===== config.mk =====
export PLATFORM = sky130hd
export DESIGN_NAME = wb_regfile_stage_flat
export DESIGN_NICKNAME = d
export VERILOG_FILES = /design/src/rtl/pipe_pkg.sv /design/src/rtl/wb_regfile_stage_if.sv /design/src/rtl/scoreboard_ctr_array.sv /design/src/rtl/wb_regfile_stage.sv /design/src/flat_wrapper.sv
export SDC_FILE = /design/constraint.sdc
export NUM_CORES = 2
export LEC_CHECK = 0
export ABC_CLOCK_PERIOD_IN_PS = 5500
export CORE_ASPECT_RATIO = 0.6
export CORE_MARGIN = 10
export CORE_UTILIZATION = 35
export CTS_CLUSTER_DIAMETER = 100
export DETAILED_ROUTE_END_ITERATION = 10
export GPL_TIMING_DRIVEN = 1
export SYNTH_ARGS = -nofsm -noshare
export SYNTH_HDL_FRONTEND = slang
export SYNTH_SLANG_ARGS = --single-unit
export TNS_END_PERCENT = 30

===== constraint.sdc =====
create_clock -name clk -period 5.5 [get_ports clk]
set_input_delay 0.55 -clock clk [delete_from_list [all_inputs] [get_ports clk]]
set_output_delay 0.55 -clock clk [all_outputs]
set_load 0.02 [all_outputs]

===== src/rtl/pipe_pkg.sv =====
// Shared pipeline types and sizes for the IF/ID/EXE/WB datapath.
package pipe_pkg;
   localparam int DATA_W = 32;
   localparam int NREG   = 32;
   localparam int ADDR_W = 5;

   typedef logic [ADDR_W-1:0] reg_idx_t;
   typedef logic [DATA_W-1:0] word_t;
   typedef logic [1:0]        sb_cnt_t;

   localparam sb_cnt_t SB_MAX = 2'd3;
endpackage


===== src/rtl/wb_regfile_stage_if.sv =====
// Issue/EXE/decode-read/writeback signal bundle of the writeback stage.
interface wb_regfile_stage_if;
   import pipe_pkg::*;

   logic     issue_valid;
   reg_idx_t issue_rd;
   logic     issue_wen;
   logic     exe_valid;
   logic     exe_wen;
   reg_idx_t exe_rd;
   word_t    exe_aluout;
   reg_idx_t rs1_addr;
   reg_idx_t rs2_addr;
   logic     rs1_use;
   logic     rs2_use;
   word_t    rs1_data;
   word_t    rs2_data;
   logic     stall;
   word_t    aluout_EXE_WB;
   logic     wb_valid;
   reg_idx_t wb_rd;

   modport master (
      output issue_valid, issue_rd, issue_wen,
      output exe_valid, exe_wen, exe_rd, exe_aluout,
      output rs1_addr, rs2_addr, rs1_use, rs2_use,
      input  rs1_data, rs2_data, stall, aluout_EXE_WB, wb_valid, wb_rd
   );

   modport slave (
      input  issue_valid, issue_rd, issue_wen,
      input  exe_valid, exe_wen, exe_rd, exe_aluout,
      input  rs1_addr, rs2_addr, rs1_use, rs2_use,
      output rs1_data, rs2_data, stall, aluout_EXE_WB, wb_valid, wb_rd
   );
endinterface


===== src/rtl/scoreboard_ctr_array.sv =====
// Per-register in-flight write counters and RAW hazard detection for decode.
module scoreboard_ctr_array
   import pipe_pkg::*;
(
   input  logic     clk,
   input  logic     rst,
   input  logic     inc_i,
   input  reg_idx_t inc_rd_i,
   input  logic     dec_i,
   input  reg_idx_t dec_rd_i,
   input  reg_idx_t rs1_addr_i,
   input  logic     rs1_use_i,
   input  reg_idx_t rs2_addr_i,
   input  logic     rs2_use_i,
   output logic     stall_o
);

   logic [NREG-1:0] busy;

   for (genvar r = 0; r < NREG; r++) begin : g_reg
      sb_cnt_t cnt_q, cnt_d;
      logic    inc_hit, dec_hit;

      assign inc_hit = inc_i && (inc_rd_i == reg_idx_t'(r));
      assign dec_hit = dec_i && (dec_rd_i == reg_idx_t'(r));

      always_comb begin
         cnt_d = cnt_q;
         if (inc_hit && !dec_hit && cnt_q != SB_MAX)
            cnt_d = cnt_q + 2'd1;
         else if (dec_hit && !inc_hit && cnt_q != 2'd0)
            cnt_d = cnt_q - 2'd1;
      end

      always_ff @(posedge clk) begin
         if (!rst) cnt_q <= '0;
         else      cnt_q <= cnt_d;
      end

      // A write already in WB retires this cycle, so it no longer blocks a reader.
      assign busy[r] = cnt_q > {1'b0, dec_hit};

`ifndef SYNTHESIS
      ap_no_overflow: assert property (@(posedge clk) disable iff (!rst)
         !(inc_hit && !dec_hit && cnt_q == SB_MAX));
`endif
   end

   assign stall_o = (rs1_use_i && rs1_addr_i != '0 && busy[rs1_addr_i]) ||
                    (rs2_use_i && rs2_addr_i != '0 && busy[rs2_addr_i]);

endmodule


===== src/rtl/wb_regfile_stage.sv =====
// Writeback stage: EXE/WB register, 32x32 register file with WB->ID bypass, hazard stall.
module wb_regfile_stage
   import pipe_pkg::*;
(
   input  logic               clk,
   input  logic               rst,
   wb_regfile_stage_if.slave  bus
);

   word_t    regs_q [NREG];
   word_t    aluout_q, aluout_d;
   logic     wb_valid_q, wb_valid_d;
   reg_idx_t wb_rd_q;
   logic     issue_inc;

   assign aluout_d   = bus.exe_valid ? bus.exe_aluout : aluout_q;
   assign wb_valid_d = bus.exe_valid && bus.exe_wen && (bus.exe_rd != '0);
   assign issue_inc  = bus.issue_valid && bus.issue_wen && (bus.issue_rd != '0);

   always_ff @(posedge clk) begin
      if (!rst) begin
         for (int i = 0; i < NREG; i++) regs_q[i] <= '0;
         aluout_q   <= '0;
         wb_valid_q <= 1'b0;
         wb_rd_q    <= '0;
      end else begin
         aluout_q   <= aluout_d;
         wb_valid_q <= wb_valid_d;
         wb_rd_q    <= bus.exe_rd;
         if (wb_valid_q) regs_q[wb_rd_q] <= aluout_q;
      end
   end

   function automatic word_t rd_port(reg_idx_t a);
      if (a == '0)                       return '0;
      if (wb_valid_q && wb_rd_q == a)    return aluout_q;
      return regs_q[a];
   endfunction

   assign bus.rs1_data      = rd_port(bus.rs1_addr);
   assign bus.rs2_data      = rd_port(bus.rs2_addr);
   assign bus.aluout_EXE_WB = aluout_q;
   assign bus.wb_valid      = wb_valid_q;
   assign bus.wb_rd         = wb_rd_q;

   scoreboard_ctr_array u_sb (
      .clk        (clk),
      .rst        (rst),
      .inc_i      (issue_inc),
      .inc_rd_i   (bus.issue_rd),
      .dec_i      (wb_valid_q),
      .dec_rd_i   (wb_rd_q),
      .rs1_addr_i (bus.rs1_addr),
      .rs1_use_i  (bus.rs1_use),
      .rs2_addr_i (bus.rs2_addr),
      .rs2_use_i  (bus.rs2_use),
      .stall_o    (bus.stall)
   );

endmodule


===== src/flat_wrapper.sv =====
// flat-port wrapper written by rule: the top's interface ports become plain ports
module wb_regfile_stage_flat import pipe_pkg::*;
  (clk, rst, bus_issue_valid, bus_issue_rd, bus_issue_wen, bus_exe_valid, bus_exe_wen, bus_exe_rd, bus_exe_aluout, bus_rs1_addr, bus_rs2_addr, bus_rs1_use, bus_rs2_use, bus_rs1_data, bus_rs2_data, bus_stall, bus_aluout_EXE_WB, bus_wb_valid, bus_wb_rd);
  wb_regfile_stage_if bus_i ();
  input  logic clk;
  input  logic rst;
  input wire logic [$bits(bus_i.issue_valid)-1:0] bus_issue_valid;
  input wire logic [$bits(bus_i.issue_rd)-1:0] bus_issue_rd;
  input wire logic [$bits(bus_i.issue_wen)-1:0] bus_issue_wen;
  input wire logic [$bits(bus_i.exe_valid)-1:0] bus_exe_valid;
  input wire logic [$bits(bus_i.exe_wen)-1:0] bus_exe_wen;
  input wire logic [$bits(bus_i.exe_rd)-1:0] bus_exe_rd;
  input wire logic [$bits(bus_i.exe_aluout)-1:0] bus_exe_aluout;
  input wire logic [$bits(bus_i.rs1_addr)-1:0] bus_rs1_addr;
  input wire logic [$bits(bus_i.rs2_addr)-1:0] bus_rs2_addr;
  input wire logic [$bits(bus_i.rs1_use)-1:0] bus_rs1_use;
  input wire logic [$bits(bus_i.rs2_use)-1:0] bus_rs2_use;
  output wire logic [$bits(bus_i.rs1_data)-1:0] bus_rs1_data;
  output wire logic [$bits(bus_i.rs2_data)-1:0] bus_rs2_data;
  output wire logic [$bits(bus_i.stall)-1:0] bus_stall;
  output wire logic [$bits(bus_i.aluout_EXE_WB)-1:0] bus_aluout_EXE_WB;
  output wire logic [$bits(bus_i.wb_valid)-1:0] bus_wb_valid;
  output wire logic [$bits(bus_i.wb_rd)-1:0] bus_wb_rd;
  assign bus_i.issue_valid = bus_issue_valid;
  assign bus_i.issue_rd = bus_issue_rd;
  assign bus_i.issue_wen = bus_issue_wen;
  assign bus_i.exe_valid = bus_exe_valid;
  assign bus_i.exe_wen = bus_exe_wen;
  assign bus_i.exe_rd = bus_exe_rd;
  assign bus_i.exe_aluout = bus_exe_aluout;
  assign bus_i.rs1_addr = bus_rs1_addr;
  assign bus_i.rs2_addr = bus_rs2_addr;
  assign bus_i.rs1_use = bus_rs1_use;
  assign bus_i.rs2_use = bus_rs2_use;
  assign bus_rs1_data = bus_i.rs1_data;
  assign bus_rs2_data = bus_i.rs2_data;
  assign bus_stall = bus_i.stall;
  assign bus_aluout_EXE_WB = bus_i.aluout_EXE_WB;
  assign bus_wb_valid = bus_i.wb_valid;
  assign bus_wb_rd = bus_i.wb_rd;
  wb_regfile_stage u_core (.clk(clk), .rst(rst), .bus(bus_i));
endmodule

## After elaboration in Yosys (flattened, before gate mapping)

Memories as Yosys holds them, arrays and structs flattened.
Cells that the tools add are included.
Widths: inputs -> output; s select.

- Add/subtract/negate cells: 64
- Reductions and logical operators: 340
- Mux-type cells: 89
- $lt $le $gt $ge: 34
- Equality and inequality tests: 96

Operators by type and width:

| cell | number |
|---|---|
| $mux 32 | 9 |
| $logic_and 1x1->1 | 202 |
| $eq 5x5->1 const B | 32 |
| $mux 2 | 64 |
| $reduce_bool 2->1 | 64 |
| $eq 5x4->1 const B | 16 |
| $add 2x1->2 const B | 32 |
| $gt 2x1->1 | 32 |
| $logic_not 1->1 | 64 |
| $ne 2x2->1 const B | 32 |
| $sub 2x1->2 const B | 32 |
| $eq 5x3->1 const B | 8 |
| $reduce_or 32->1 | 1 |
| $eq 5x2->1 const B | 4 |
| $logic_not 5->1 | 4 |
| $reduce_bool 5->1 | 4 |
| $mux 1 | 13 |
| $lt 5x6->1 const B | 2 |
| $bmux 1 s5 | 2 |
| $eq 5x1->1 const B | 2 |
| $eq 5x5->1 | 2 |
| $mux 5 | 1 |
| $logic_or 1x1->1 | 1 |

- Bits in registers: 102
- Logic and storage cells: 659
- Bits of input ports: 60
- Memories: 1
- RAM bits: 1024
- Output and inout bits: 103

Memory list:

| name | words | bits a word | rd ports | clocked after Yosys merged registers in | write ports | RTL line | text |
|---|---|---|---|---|---|---|---|
| u_core.regs_q | 32 | 32 | 2 | 0 | 32 | wb_regfile_stage.sv:10 | `word_t regs_q [NREG];` |

## Longest topological paths before layout

- Depth in word-level cells: 8
- Mapped depth: 13
- Mapped depth without buffers: 10

## Modules after synthesis

Synthesis repeated with hierarchy kept, for this count alone.

- Cells, all modules: 4728
- Area total of the unflattened synthesis: 61712.9 um^2

Modules (own cells, without submodules):

| module | sequential area each (um^2) | area an instance (um^2) | cells each | times used |
|---|---|---|---|---|
| wb_regfile_stage | 31510.2 | 56650.6 | 4002 | 1 |
| scoreboard_ctr_array | 1281.2 | 5062.4 | 726 | 1 |

## Least setup slack after synthesis

No wires, ideal clock.

- Path type: register to register
- Start: register u_core.wb_rd_q[3], in the netlist u_core.bus.wb_rd[3]
- End: memory u_core.regs_q[9][0] in the netlist's numbering, enable pin
- Cell stages (with the launch flop): 5
- Library setup time: 466 ps
- Clock period less this slack: 4098 ps
- Required time: 5034 ps
- Arrival time: 3632 ps
- Slack: 1402 ps
- Path buffers: 2
- Cell sequence: dfxtp_1 -> buf_2 -> or3b_2 -> clkbuf_1 -> o21ai_0

RTL lines:

| element | RTL line | text |
|---|---|---|
| start, declared | wb_regfile_stage.sv:13 | `reg_idx_t wb_rd_q;` |
| start signal, assigned | wb_regfile_stage.sv:29 | `wb_rd_q <= bus.exe_rd;` |
| end, declared | wb_regfile_stage.sv:10 |  |

## Final worst setup path

- Start: register u_core.wb_rd_q[3], in the netlist u_core.bus.wb_rd[3]
- End: output port bus_stall

- Cells in the longest elaborated chain, start to end: 7
- Elaborated cells on any way between the ends: 103
- Those cells by class: order compare (32); eq/ne (31); mux (4); reduce/logical (36)

RTL lines:

| element | RTL line | text |
|---|---|---|
| $eq 5x1->1 (tied with other cells) | scoreboard_ctr_array.sv:25 | `assign dec_hit = dec_i && (dec_rd_i == reg_idx_t'(r));` |
| $logic_and 1x1->1 | scoreboard_ctr_array.sv:25 |  |
| $gt 2x1->1 | scoreboard_ctr_array.sv:41 | `assign busy[r] = cnt_q > {1'b0, dec_hit};` |
| $bmux 1 s5 (on tied branches) | scoreboard_ctr_array.sv:49, scoreboard_ctr_array.sv:50 |  |
| $mux 1 (on tied branches) | scoreboard_ctr_array.sv:49, scoreboard_ctr_array.sv:50 |  |
| $logic_and 1x1->1 (on tied branches) | scoreboard_ctr_array.sv:49, scoreboard_ctr_array.sv:50 |  |
| $logic_or 1x1->1 * | scoreboard_ctr_array.sv:49 | `assign stall_o = (rs1_use_i && rs1_addr_i != '0 && busy[rs1_addr_i]) \|\|` |
| end, declared | flat_wrapper.sv:20 | `output wire logic [$bits(bus_i.stall)-1:0] bus_stall;` |

Mark *: on every way between the ends. The rest lies on a longest branch, timed or not. The select of a mux whose other input is x is not followed.

==> results.cfg <==
[drt]
vias = 43400
wl_per_cell_um = 33.23
route.detailed.drc = 0
vias_per_cell = 6.057
ant_nets = 0
dr.first_iter.drc_count = 7712
routed_wl_mm = 238.1
dr.pass1.iters = 7

[placed_design]
gp_congestion = 0.8669
port_buffers = 162
dpl.hpwl_mm = 150.5

[finish]
post-route-util_pct = 40.05
finalNetCount = 4794
fill_cells = 16090
area_delta_synth_final_pct = 13.70
drive_above_1_share_pct = 20.46

[setup_path]
max_stage_delay_ns = 0.64
start_kind = flip-flop
path_buf_inv = 2
crit_type = flip-flop to output port
path_cells = nand3_1, buf_4, nor2_1, ha_1, o21bai_1, mux2i_1, mux2i_1, a211oi_1, a2111oi_0, a221o_1, clkdlybuf4s50_1
crit_family = compound AO/OA/AOI/OAI gates
worstPathMaxFanout = 11
critPathSlowestCell = clkdlybuf4s50_1
cp-end-kind = output port
cp.arrival_ns = 4.62
crit_top_cell = mux2i_1
cp_data_required_time_ns = 4.95

[yosys]
syn_inst = 4682
netlist_area_um2 = 61830
syn_nets = 4775
ys_seq_area_share_pct = 53.03
synth.area.top_cells = edfxtp_1 (50%), mux4_2 (19%), and2_1 (11%)
yosys.area.top_type_share_pct = 49.73
yosysWarnings = 0
yosysTopAreaCell = edfxtp_1
synth_top_flop_cell = edfxtp_1
synth_cell_types = 61
synth_edf_count = 1024
avgSynthCellArea_um2 = 13.21
ys_async_sr_fraction_pct = 0
ys_ff_latch = 1126

[clock_tree]
cts_buffers = 110
cts.repair.resized = 0
holdBufCountCts = 0
cts.sinks = 1126
htreeDepth = 3
cts_tree = built
clk_latency_ns = 0.74
ctsLongestPathBuffers = 3
cts_setup_buffers = 0
root_buffer = clkbuf_16
clk_pin_slew_worst_paths_ns = 0.07

[flow_run]
drv_cap = 0

[die]
floorplan.io_pins = 163
fp.dieH_um = 345.6
die_w_um = 562.6
rows = 119
start_util_pct = 35.22
die_area_um2 = 194400
core_um2 = 175500

[sta]
slew_headroom_pct = 11.74
rsz0062_at_grt = no
report.final.slew_viol_count = 0
hold_violations = 0
period_needed_ns = 5.167
fmax_mhz = 193.5
max_slew.worst_pin.slew_ns = 1.319
post-route-period-util_pct = 93.94
fin_skew_ns = 0.03549
timing.setup.tns_ns = 0
setup_viol = 0

[run_status]
status = finished, final reports clean

[global_routing]
grtUsageTotal_pct = 23.62
grt_max_degree = 84
antenna_found_initial = 24
grt_pass1_vias = 41420
grt_overflow = 0
grt_pass1_wl_mm = 330.3

[pwr]
p_per_area_nw_per_um2 = 288.4
p_leak_nw = 24.92
vdd_drop_max_mv = 0.2869

[worst_hold_path]
hold_path.class = input port to flip-flop
-- worst register-to-register path, delay by kind of cell (launching register included) --
| kind | cells | cell delay [ns] |
|---|---|---|
| buf+inv | 1 | 0.56 |
| flops | 1 | 0.54 |
| simple gates | 3 | 2.23 |
-- power breakdown --
group	switching (mW)	internal (mW)	total, mW
Clock	3.65	4.28	7.93
Combinational	1.62	0.954	2.58
Sequential	0.193	9.58	9.77
Total	5.46	14.8	20.3
-- layout by cell type, fill, tap and decap left out, drive strengths merged, types with 25 or more instances in the layout --
cell / count
and2: 1063
edfxtp: 1024
mux4: 516
nor2: 300
nand2: 295
buf: 209
clkdlybuf4s50: 151
mux2i: 145
o21ai: 136
clkbuf: 131
dfxtp: 102
a21oi: 86
nor3: 65
clkinv: 53
a211oi: 52
a22oi: 46
inv: 39
nand3: 37
o211ai: 35
ha: 33
o22ai: 30
o21bai: 28
nor2b: 26
nor3b: 25
-- area by class of cell --
| type | instances | area (µm²) | area share [%] |
|---|---|---|---|
| diodes | 15 | 37.54 | 0.05339 |
| clock buffers | 130 | 2890 | 4.111 |
| clock inverters | 72 | 714.4 | 1.016 |
| inverters | 38 | 147.6 | 0.2100 |
| multi-input cells | 3064 | 27480 | 39.08 |
| flip-flops and latches | 1126 | 32790 | 46.65 |
| well taps | 2359 | 2952 | 4.198 |
| repair buffers | 361 | 3291 | 4.681 |
-- cells in the mapped netlist, types with 30 or more instances --
library cell and count:
mux2i_1 145, a21oi_1 86, o22ai_1 30, mux4_2 516, edfxtp_1 1024, o21ai_0 135, nand3_1 37, ha_1 33
buf_2 88, inv_1 36, nor3_1 65, and2_1 1063, nor2_1 298, a22oi_1 46, clkbuf_1 322, a211oi_1 52
dfxtp_1 102, o211ai_1 35, nand2_1 295
-- state kept, by name, summed over array words and instances (netlist names) --
name / count
u_core.bus.aluout_EXE_WB: 32
u_core.regs_q: 1024
u_core.bus.wb_valid: 1
u_core.bus.wb_rd: 5
u_core.u_sb.g.cnt_q: 64
-- per-layer routing --
layer  GRT usage (%)  vias up  share of wire [%]
li1                -    17500                  -
met2           31.60     3295                 40
met1           34.43    22220                 41
met3           10.60      374                 16
met5               0        -              0.017
met4           5.805        6                2.6
-- final timing paths --
kind | from | endpoint | slack (ns) | cells past startpoint
worst min register to register | u_core.u_sb.g_reg[11].cnt_q[1] | u_core.u_sb.g_reg[11].cnt_q[0] | 0.47 | 2
worst min-delay path | rst | u_core.bus.wb_valid | 0.28 | 3
worst max-delay path | u_core.bus.wb_rd[3] | bus_stall | 0.33 | 11
worst max register to register | u_core.bus.wb_rd[0] | u_core.regs_q[5][11] | 2.03 | 4
-- through the flow --
stage	instance area, µm²	total power [mW]	cells	hold slack, ns	setup slack (ns)
final	70300	20.28	7165	0.2792	0.3332
after floorplan	61830	11.32	4682	0.4496	1.402
after global routing	70260	20.77	7150	0.2746	0.08122
after CTS	70260	20.27	7149	0.2360	0.2986
after global placement	66650	12.45	6947	0.4642	0.9643
after detailed placement	66650	12.47	6947	0.4719	1.028
-- kinds of logic (layout without fill, tap and decap cells) --
family | count (synthesis) | count (layout) | share of synthesized area, %
simple gates | 1866 | 1866 | 16.41
flops | 1126 | 1126 | 53.03
mux | 669 | 669 | 21.29
buf+inv | 492 | 601 | 3.480
compound gates | 485 | 485 | 4.964
fa+ha+maj | 33 | 33 | 0.6678
xor+xnor | 11 | 11 | 0.1558
other cells | 0 | 15 | 0
(Power assumes the default switching activity.)
